<file path="src/rtl/mem_port_arbiter.sv">
// mem_port_arbiter
//   Shares one single-port synchronous-read memory between two requesters
//   using round-robin arbitration with a valid/ready request handshake.
//   Read data returns one cycle after accept, passed straight through from
//   the memory. A clear sweep writes CLR_VAL to every address on command
//   (clr) or on leaving reset (CLR_ON_RST=1).
//
// Ports
//   clk, rst                 clock, synchronous active-low reset
//   clr, busy, clr_done      clear command / sweep in progress / last write
//   pX_valid, pX_ready       request handshake, port X (0 or 1)
//   pX_we, pX_adr, pX_dat_w  request: write enable, address, write data
//   pX_rsp_valid, pX_rsp_dat read response (one cycle after accept)
//   mem_adr, mem_dat_w,      memory macro interface; mem_dat_r is valid
//   mem_we, mem_dat_r        the cycle after mem_adr is presented
module mem_port_arbiter #(
    parameter int          AW         = 4,
    parameter int          DW         = 8,
    parameter logic [DW-1:0] CLR_VAL  = '0,
    parameter bit          CLR_ON_RST = 1'b1
) (
    input  logic          clk,
    input  logic          rst,
    input  logic          clr,
    output logic          busy,
    output logic          clr_done,
    input  logic          p0_valid,
    output logic          p0_ready,
    input  logic          p0_we,
    input  logic [AW-1:0] p0_adr,
    input  logic [DW-1:0] p0_dat_w,
    output logic          p0_rsp_valid,
    output logic [DW-1:0] p0_rsp_dat,
    input  logic          p1_valid,
    output logic          p1_ready,
    input  logic          p1_we,
    input  logic [AW-1:0] p1_adr,
    input  logic [DW-1:0] p1_dat_w,
    output logic          p1_rsp_valid,
    output logic [DW-1:0] p1_rsp_dat,
    output logic [AW-1:0] mem_adr,
    output logic [DW-1:0] mem_dat_w,
    output logic          mem_we,
    input  logic [DW-1:0] mem_dat_r
);
    localparam int            DEPTH    = 2**AW;
    localparam logic [AW-1:0] CNT_LAST = AW'(DEPTH-1);

    typedef enum logic {ARB, CLEAR} state_t;

    state_t                  state;
    logic [AW-1:0]           cnt;
    logic                    last_grant;   // 0 = port 0, 1 = port 1
    logic [1:0]              rsp_v;
    logic [AW-1:0]           adr_q;        // last presented address, held when idle

    logic [1:0]              req_v, req_we, gnt;
    logic [1:0][AW-1:0]      req_adr;
    logic [1:0][DW-1:0]      req_dat;
    logic                    arb_en;

    assign req_v   = {p1_valid, p0_valid};
    assign req_we  = {p1_we,    p0_we};
    assign req_adr = {p1_adr,   p0_adr};
    assign req_dat = {p1_dat_w, p0_dat_w};

    // A clr in ARB blocks grants in the same cycle it is seen.
    assign arb_en = rst && (state == ARB) && !clr;

    // Under contention the port that did not win last time is granted.
    assign gnt[0] = arb_en && req_v[0] && (!req_v[1] ||  last_grant);
    assign gnt[1] = arb_en && req_v[1] && (!req_v[0] || !last_grant);

    assign p0_ready = gnt[0];
    assign p1_ready = gnt[1];

    // State resets to CLEAR when CLR_ON_RST=1, so busy must be gated by rst.
    assign busy     = rst && (state == CLEAR);
    assign clr_done = busy && (cnt == CNT_LAST);

    assign p0_rsp_valid = rsp_v[0];
    assign p1_rsp_valid = rsp_v[1];
    assign p0_rsp_dat   = mem_dat_r;
    assign p1_rsp_dat   = mem_dat_r;

    always_comb begin
        mem_adr   = adr_q;
        mem_dat_w = req_dat[0];
        mem_we    = 1'b0;
        if (state == CLEAR) begin
            mem_adr   = cnt;
            mem_dat_w = CLR_VAL;
            mem_we    = rst;
        end else if (gnt[0]) begin
            mem_adr   = req_adr[0];
            mem_dat_w = req_dat[0];
            mem_we    = req_we[0];
        end else if (gnt[1]) begin
            mem_adr   = req_adr[1];
            mem_dat_w = req_dat[1];
            mem_we    = req_we[1];
        end
    end

    always_ff @(posedge clk) begin
        if (!rst) begin
            state      <= CLR_ON_RST ? CLEAR : ARB;
            cnt        <= '0;
            last_grant <= 1'b1;
            rsp_v      <= '0;
            adr_q      <= '0;
        end else begin
            adr_q <= mem_adr;
            rsp_v <= gnt & ~req_we;
            if (gnt[0])
                last_grant <= 1'b0;
            else if (gnt[1])
                last_grant <= 1'b1;
            case (state)
                ARB: begin
                    if (clr) begin
                        state <= CLEAR;
                        cnt   <= '0;
                    end
                end
                CLEAR: begin
                    // clr is ignored here; the sweep always runs to the end.
                    cnt <= cnt + 1'b1;
                    if (cnt == CNT_LAST)
                        state <= ARB;
                end
                default: state <= ARB;
            endcase
        end
    end
endmodule

</file>
<file path="config.mk">
export PLATFORM = sky130hd
export DESIGN_NAME = mem_port_arbiter
export DESIGN_NICKNAME = d
export VERILOG_FILES = /design/src/rtl/mem_port_arbiter.sv
export SDC_FILE = /design/constraint.sdc
export NUM_CORES = 1
export LEC_CHECK = 0
export ABC_AREA = 1
export BUFFER_PORTS_ARGS = -buffer_cell sky130_fd_sc_hd__buf_2
export CORE_ASPECT_RATIO = 1.75
export CORE_MARGIN = 1.5
export CORE_UTILIZATION = 26
export DETAILED_ROUTE_END_ITERATION = 6
export PLACE_DENSITY_LB_ADDON = 0.05
export REMOVE_ABC_BUFFERS = 1
export SETUP_SLACK_MARGIN = 0.2
export SLEW_MARGIN = 20
export SYNTH_ARGS = -nofsm -noshare
export SYNTH_HDL_FRONTEND = slang
export SYNTH_SLANG_ARGS = --single-unit
</file>
<file path="constraint.sdc">
create_clock -name clk -period 2.15 [get_ports clk]
set_clock_uncertainty 0.15 [all_clocks]
set_input_delay 0.215 -clock clk [delete_from_list [all_inputs] [get_ports clk]]
set_output_delay 0.215 -clock clk [all_outputs]
set_load 0.02 [all_outputs]
</file>
### After elaboration in Yosys (flattened, before gate mapping)

Cells that the tools add are included.

| operators by class | value |
|---|---|
| add/sub/neg operators | 1 |
| multipliers | 0 |
| divide/modulo/power cells | 0 |
| magnitude comparators | 0 |
| equality and inequality tests | 2 |
| shift operators | 0 |
| multiplexer cells | 16 |
| bitwise gates (word level) | 3 |
| reduce and logical (&&, ||, !) cells | 15 |

Operators by type and width:

| kind | number |
|---|---|
| $mux 8 | 3 |
| $mux 4 | 4 |
| $logic_and 1x1->1 | 8 |
| $pmux 4 s2 | 1 |
| $mux 1 | 7 |
| $add 4x1->4 const B | 1 |
| $eq 4x4->1 const B | 1 |
| $logic_not 1->1 | 4 |
| $and 2x2->2 | 1 |
| $logic_or 1x1->1 | 2 |
| $ne 2x2->1 const B | 1 |
| $not 2->2 | 1 |
| $pmux 1 s2 | 1 |
| $reduce_bool 2->1 | 1 |
| $not 1->1 | 1 |

| word-level totals | value |
|---|---|
| register bits after elaboration | 12 |
| latch bits | 0 |
| RAM bits | 0 |
| bits in read-only memories | 0 |
| input port bits | 39 |
| output and inout port bits | 35 |
| word-level logic and storage cells | 42 |
| memories kept | 0 |

### Depth between registers and ports, before layout

Gate-level depths: netlist of the first run.

| logic depth | value |
|---|---|
| depth after elaboration | 8 |
| mapped depth | 9 |
| gate-level depth less buffers | 9 |

### Worst setup path after synthesis of the first run

OpenSTA, ideal clock, no wires.

| path | value |
|---|---|
| path kind | register -> output |
| start point | register state |
| end point | output port mem_dat_w[0] |
| arrival time | 1.388 ns |
| required time | 1.785 ns |
| slack | 0.397 ns |
| stages on the path, launching flop included | 7 |
| path buffers | 2 |
| cell sequence | dfxtp_1 -> nor2_1 -> nand2_1 -> nor2_2 -> buf_6 -> buf_6 -> o21ai_0 |

| on the way | value |
|---|---|
| word-level cells in the longest chain between the ends | 8 |
| elaborated cells between the ends (all ways) | 10 |
| classes of those cells | mux (3); bitwise (1); reduce/logical (6) |

Ends and longest elaborated chain:

| item | RTL line | text |
|---|---|---|
| start, declared | 51 | `state_t state;` |
| start signal, assigned | 107 | `state <= CLR_ON_RST ? CLEAR : ARB;` |
| $not 1->1 | -- |  |
| $logic_and 1x1->1 (2 in series) | 68 | `assign arb_en = rst && (state == ARB) && !clr;` |
| $logic_and 1x1->1 (2 in series) | 72 | `assign gnt[1] = arb_en && req_v[1] && (!req_v[0] \|\| !last_grant);` |
| net p1_ready | 35 | `output logic p1_ready,` |
| $mux 8 | 98 | `end else if (gnt[1]) begin` |
| $mux 8 | 94 | `end else if (gnt[0]) begin` |
| $mux 8 | 90 | `if (state == CLEAR) begin` |
| end, declared | 42 | `output logic [DW-1:0] mem_dat_w,` |

The timed path passes the listed nets, and every way through them passes these cells.

### Worst setup path after layout of the first run

| path | value |
|---|---|
| start point | register state |
| end point | output port mem_adr[0] |

| on the way | value |
|---|---|
| word-level cells in the longest chain between the ends | 8 |
| elaborated cells between the ends (all ways) | 10 |
| classes of those cells | mux (3); bitwise (1); reduce/logical (6) |

Ends and longest elaborated chain:

| item | RTL line | text |
|---|---|---|
| $not 1->1 | -- |  |
| $logic_and 1x1->1 (2 in series) | 68 |  |
| $logic_and 1x1->1 (2 in series) | 72 |  |
| $mux 4 | 98 |  |
| $mux 4 | 94 |  |
| $mux 4 (*) | 90 |  |
| end, declared | 41 | `output logic [AW-1:0] mem_adr,` |

Every way passes the cells marked *; elsewhere a longest branch is shown, timed or not.

==> results of run 1 <==
## cells by family after synthesis
| kind of cell | count (synthesis) | share of synthesized area (%) |
|---|---|---|
| adders and majority gates | 1 | 1.331 |
| DFF | 12 | 25.57 |
| and+or+nand+nor | 67 | 38.35 |
| buffers and inverters | 29 | 21.17 |
| AOI/OAI and AO/OA | 19 | 13.58 |
## power by group
part / switching, mW / leakage (nW) / internal [mW]
registers: 0.00713 / 0.0976 / 0.229
clock network: 0.0873 / 0.0288 / 0.162
logic: 0.0441 / 0.518 / 0.0437
## per-stage QoR
stage	power [mW]	hold slack [ns]	setup WS [ns]	utilization (%)	cell area (um2)
floorplan	0.2762	0.1374	0.1360	-	783.3
global placement	0.3220	0.2450	0.3198	32.03	1100
detailed placement	0.3219	0.2502	0.3002	32.03	1100
CTS	0.5752	0.004305	0.2176	34.48	1184
global route	0.6063	0.1029	0.1887	36.95	1269
finish	0.5732	0.09759	0.2680	36.95	1269
## critical path: cells and delay by family (launching register included)
family | cells | cell delay, ns
buffers and inverters | 2 | 0.22
flip-flops | 1 | 0.38
AND/OR/NAND/NOR | 7 | 0.67
## metal layers
layer / GRT usage, % / vias up / routed length, um
met4: 6.857 / 0 / 59
met1: 10.92 / 421 / 889
met5: 0 / - / 0
li1: - / 487 / -
met3: 6.835 / 7 / 267
met2: 27.22 / 61 / 1388
## layout by cell type, fill, tap and decap left out, types with 5 or more instances in the layout
cell type / count
buf_2: 46
nand2_1: 25
dfxtp_1: 11
nor2_1: 10
inv_1: 8
o21ai_0: 8
nand3_1: 8
buf_4: 7
nand2_2: 6
nor2_2: 5
## final cells by class
class	count	share of cell area (%)
multi-input combinational	87	41.91
tap	45	4.438
sequential	12	19.23
inverter	10	3.550
clock buffer	4	4.339
timing repair buffer	58	26.53
## how the worst max path moves through the flow
stage,to
2_1_floorplan,mem_adr[0]
3_3_place_gp,mem_adr[2]
3_5_place_dp,mem_adr[2]
4_1_cts,mem_dat_w[4]
5_1_grt,mem_adr[0]
6_report,mem_adr[0]
## sequential cells by signal, summed over array words and instances (netlist names)
name and count:
adr_q 4, last_grant 1, cnt 4, state 1, rsp_v 2
## timing repair
action,CTS,global route
setup buffers,1,4
pin swaps,1,7
hold buffers,1,1
resized for setup,4,13
setup endpoints to repair,13,11
endpoints found under the hold margin,1,1
==> flow_metrics.tcl, run 1 <==
set metrics [dict create \
    drive_above_1_share_pct 52.63 \
    critPathLaunch "state" \
    grt_usage_pct 13.70 \
    drtAntennaViolNets 0 \
    antenna_found_initial 0 \
    min_period_ns 1.882 \
    die_area_mm2 0.003998 \
    synth_top_area_share_pct 25.57 \
    synth_enable_flop_cells 0 \
    rsz0062_at_grt "true" \
    grt_max_degree 17 \
    synth_area_per_cell_um2 7.341 \
    drtIter0Drc 13 \
    synth.area.top_cells "dfxtp_1 (26%), buf_4 (13%), nand2_1 (11%)" \
    via_per_inst 4.519 \
    max_stage_delay_ns 0.38 \
    hold_viol 0 \
    cp_slowest_cell "dfxtp_4" \
    cts_made_buffers 3 \
    cp_cell_sequence "inv_6 > nand2_4 > nor2_8 > nand2_4 > nand2_4 > nor2_2 > nor2_2 > nor2_1 > buf_4" \
    firstDrtPassIters 4 \
    cts.sinks 12 \
    synthTopCellsByCount "nand2_1 (27), buf_4 (16), dfxtp_1 (12)" \
    power_density_mw_per_mm2 451.8 \
    placed_cells 205 \
    clk_pin_slew_ns 0.06 \
    outcome "finished clean" \
    fin_crit_sh_pct 87.53 \
    setup_tns_ns 0 \
    core_area_mm2 0.003433 \
    avgRoutedWirePerCell_um 12.06 \
    cts_root_buf "clkbuf_8" \
    place_congestion 0.7977 \
    placementRows 28 \
    yosysTopAreaCell "dfxtp_1" \
    drt_wl_total_um 2604 \
    min_from "rst" \
    cellLeakagePower_nw 0.6445 \
    htreeDepth 1 \
    port-buffer-count 49 \
    hp-class "in2reg" \
    die_w_um 48.45 \
    setup-violations-final 0 \
    layout.filler_cells 404 \
    whs_path_depth 2 \
    synth_area_um2 939.7 \
    pin_count 74 \
    multi_input_area_um2 531.8 \
    fp.dieH_um 82.53 \
    crit_path_max_fanout 8 \
    cts_tree "built" \
    tightest_slew_ns 0.2938 \
    final-seq-area_um2 244.0 \
    vias 976 \
    crit_required_ns 1.78 \
    synth_cell_types 25 \
    r2r_start "state" \
    overflow 0 \
    crit_top_cell "nand2_4" \
    ir_worst_vdd_uv 363.0 \
    r2r_slack_ns 0.70 \
    synth.most_common_cell "nand2_1" \
    synthCells 128 \
    async_flop_share_pct 0 \
    final_cells 216 \
    synth_warnings 0 \
    grt_pass1_wl_um 4188 \
    diodes 0 \
    reg2reg_depth 9 \
    critPathArrivalTime_ns 1.52 \
    rr_endpoint "adr_q[2]" \
    fin_nets 212 \
    cap_violations 0 \
    final_max_slew_viol_count 0 \
    fmax_mhz 531.4 \
    ys_seq_area_share_pct 25.57 \
    worstSetupEndpointType "primary output" \
    ys_seq_elements 12 \
    worst_setup_path_start_kind "register" \
    drcViolationCount 0 \
    start_util_pct 27.37 \
    setup.worst_path.class "reg2out" \
    grt_pass1_vias 930 \
    synthFlopType "dfxtp_1" \
    min_to "last_grant" \
    dpl.hpwl_um 2070 \
    clock_path_buffers 2 \
    syn_to_final_growth_pct 35.02 \
    slew_headroom_pct 80.39 \
    clkLatencyLatePin_ns 0.24 \
]
(Power assumes the default switching activity.)
==> run 2: changes to the inputs <==
==> constraint.sdc (replaced) <==
create_clock -name clk -period 2.15 [get_ports clk]
set_clock_uncertainty 0.15 [all_clocks]
set_input_delay 0 -clock clk [delete_from_list [all_inputs] [get_ports clk]]
set_output_delay 0 -clock clk [all_outputs]
set_load 0.02 [all_outputs]
==> run 2 against run 1 <==
Net effect: sequential cell count unchanged; final area increased by 4.3%; worst hold slack got worse by 0.093 ns; register-to-register slack got worse by 0.32 ns; clock power about the same; die area unchanged; via count increased by 2.8%; critical path depth unchanged.
==> flow_metrics.tcl, run 2 (synthesis gave the netlist of run 1 again) <==
set metrics [dict create \
    outcome "finished clean" \
    tightest_slew_ns 0.4405 \
    overflow 0 \
    netSwitchingFraction_pct 27.06 \
    power_density_mw_per_mm2 463.8 \
    die_w_um 48.45 \
    drtIter0Drc 29 \
    crit_path_max_fanout 17 \
    grt_pass1_vias 940 \
    switching_power_uw 166.2 \
    avgRoutedWirePerCell_um 12.08 \
    cts_made_buffers 3 \
    p_int_uw 447.8 \
    layout.filler_cells 386 \
    cap_violations 0 \
    drt_wl_total_um 2718 \
    via_per_inst 4.458 \
    top_regs "adr_q x4, cnt x4, rsp_v x2" \
    drive_above_1_share_pct 44.44 \
    vias 1003 \
    dpl.hpwl_um 2051 \
    fin_nets 221 \
    die_area_mm2 0.003998 \
    r2r_start "state" \
    grt_usage_pct 13.70 \
    clockPowerShare_pct 40.8 \
    clk_pin_slew_ns 0.06 \
    min_to "adr_q[2]" \
    firstDrtPassIters 6 \
    mostFrequentLayoutCell "buf_2" \
    setup_tns_ns 0 \
    drcViolationCount 0 \
    min_from "p0_adr[2]" \
    final-seq-area_um2 241.5 \
    post_cts_buffers 0 \
    fp.dieH_um 82.53 \
    pwr-share-seq_pct 38.6 \
    place_area_mm2 0.001100 \
    cellLeakagePower_nw 0.6773 \
    syn_to_final_growth_pct 40.88 \
    grt_max_degree 18 \
    clkLatencyLatePin_ns 0.25 \
    drtAntennaViolNets 0 \
    cts_root_buf "clkbuf_8" \
    start_util_pct 27.37 \
    hold_viol 0 \
    placementRows 28 \
    rr_endpoint "rsp_v[0]" \
    final_max_slew_viol_count 0 \
    fin_crit_sh_pct 82.98 \
    port-buffer-count 49 \
    combinationalPowerShare_pct 20.5 \
    ir_worst_vdd_uv 232.9 \
    fmax_mhz 560.5 \
    critPathArrivalTime_ns 1.63 \
    pin_count 74 \
    diodes 0 \
    core_area_mm2 0.003433 \
    setup.worst_path.class "reg2out" \
    antenna_found_initial 0 \
    slew_headroom_pct 70.54 \
    cts.sinks 12 \
    hp-class "in2reg" \
    worst_setup_path_start_kind "register" \
    whs_path_depth 5 \
    reg2reg_depth 6 \
    crit_required_ns 2.00 \
    grt_pass1_wl_um 4222 \
    clock_path_buffers 2 \
    min_period_ns 1.784 \
    setup-violations-final 0 \
    place_congestion 0.7797 \
    mostFrequentLayoutCells "buf_2 (49), nand2_1 (27), dlygate4sd3_1 (16), nor2_1 (11), dfxtp_1 (11)" \
    final_cell_area_mm2 0.001324 \
    worstSetupEndpointType "primary output" \
    finalCoreUtilization_pct 38.56 \
    rsz0062_at_grt "false" \
    r2r_slack_ns 0.38 \
    multi_input_area_um2 505.5 \
    whs_ns 0.004800 \
    htreeDepth 1 \
    cts_tree "built" \
]
-- run 2: area by class of cell --
class / count / area share [%]
Multi-Input combinational cell: 87 / 38.19
Timing Repair Buffer: 67 / 31.76
Sequential cell: 12 / 18.24
Tap cell: 45 / 4.253
Clock buffer: 4 / 4.159
Inverter: 10 / 3.403
-- run 2: power by group through the flow --
stage               Combinational [mW]  Clock, mW  Sequential, mW
floorplan                       0.0366          0           0.240
global placement                0.0797          0           0.242
detailed placement              0.0798          0           0.242
CTS                              0.126      0.255           0.237
global route                     0.137      0.264           0.238
finish                           0.126      0.251           0.237
-- run 2: routing by layer --
| layer | global-route usage, % | share of wire, % | wire length [um] |
|---|---|---|---|
| met3 | 4.137 | 7.2 | 195 |
| met5 | 0 | 0 | 0 |
| met2 | 27.50 | 54 | 1458 |
| met4 | 7.143 | 1.9 | 51 |
| met1 | 12.24 | 37 | 1013 |
-- run 2: stage by stage --
stage	setup slack (ns)	power, mW	cells
floorplan	0.3510	0.2762	109
global placement	0.5350	0.3220	205
detailed placement	0.5158	0.3218	205
CTS	0.2412	0.6180	225
global route	0.2436	0.6386	225
finish	0.3660	0.6140	225
-- run 2: worst max path at each step --
stage / cells past startpoint / slack [ns] / start / end
finish: 9 / 0.37 / state / mem_adr[0]
floorplan: 7 / 0.35 / state / mem_adr[0]
detailed placement: 9 / 0.52 / state / mem_adr[0]
global placement: 9 / 0.53 / state / mem_adr[2]
CTS: 9 / 0.24 / state / mem_adr[0]
global route: 9 / 0.24 / state / mem_adr[2]
-- run 2: critical path, stage by stage, from the launching register on --
cell and delay (ns):
dfxtp_2 0.37, clkinv_4 0.16, nand2_4 0.08, nor2_8 0.18, nand2_4 0.11, nand2_2 0.10
nor2_2 0.04, nor2_2 0.13, nor2_1 0.05, buf_2 0.16
-- run 2: repair_timing --
action,CTS,global route
endpoints found under the setup margin,0,6
resized for setup,0,4
hold endpoints to repair,22,0
hold buffers,16,0
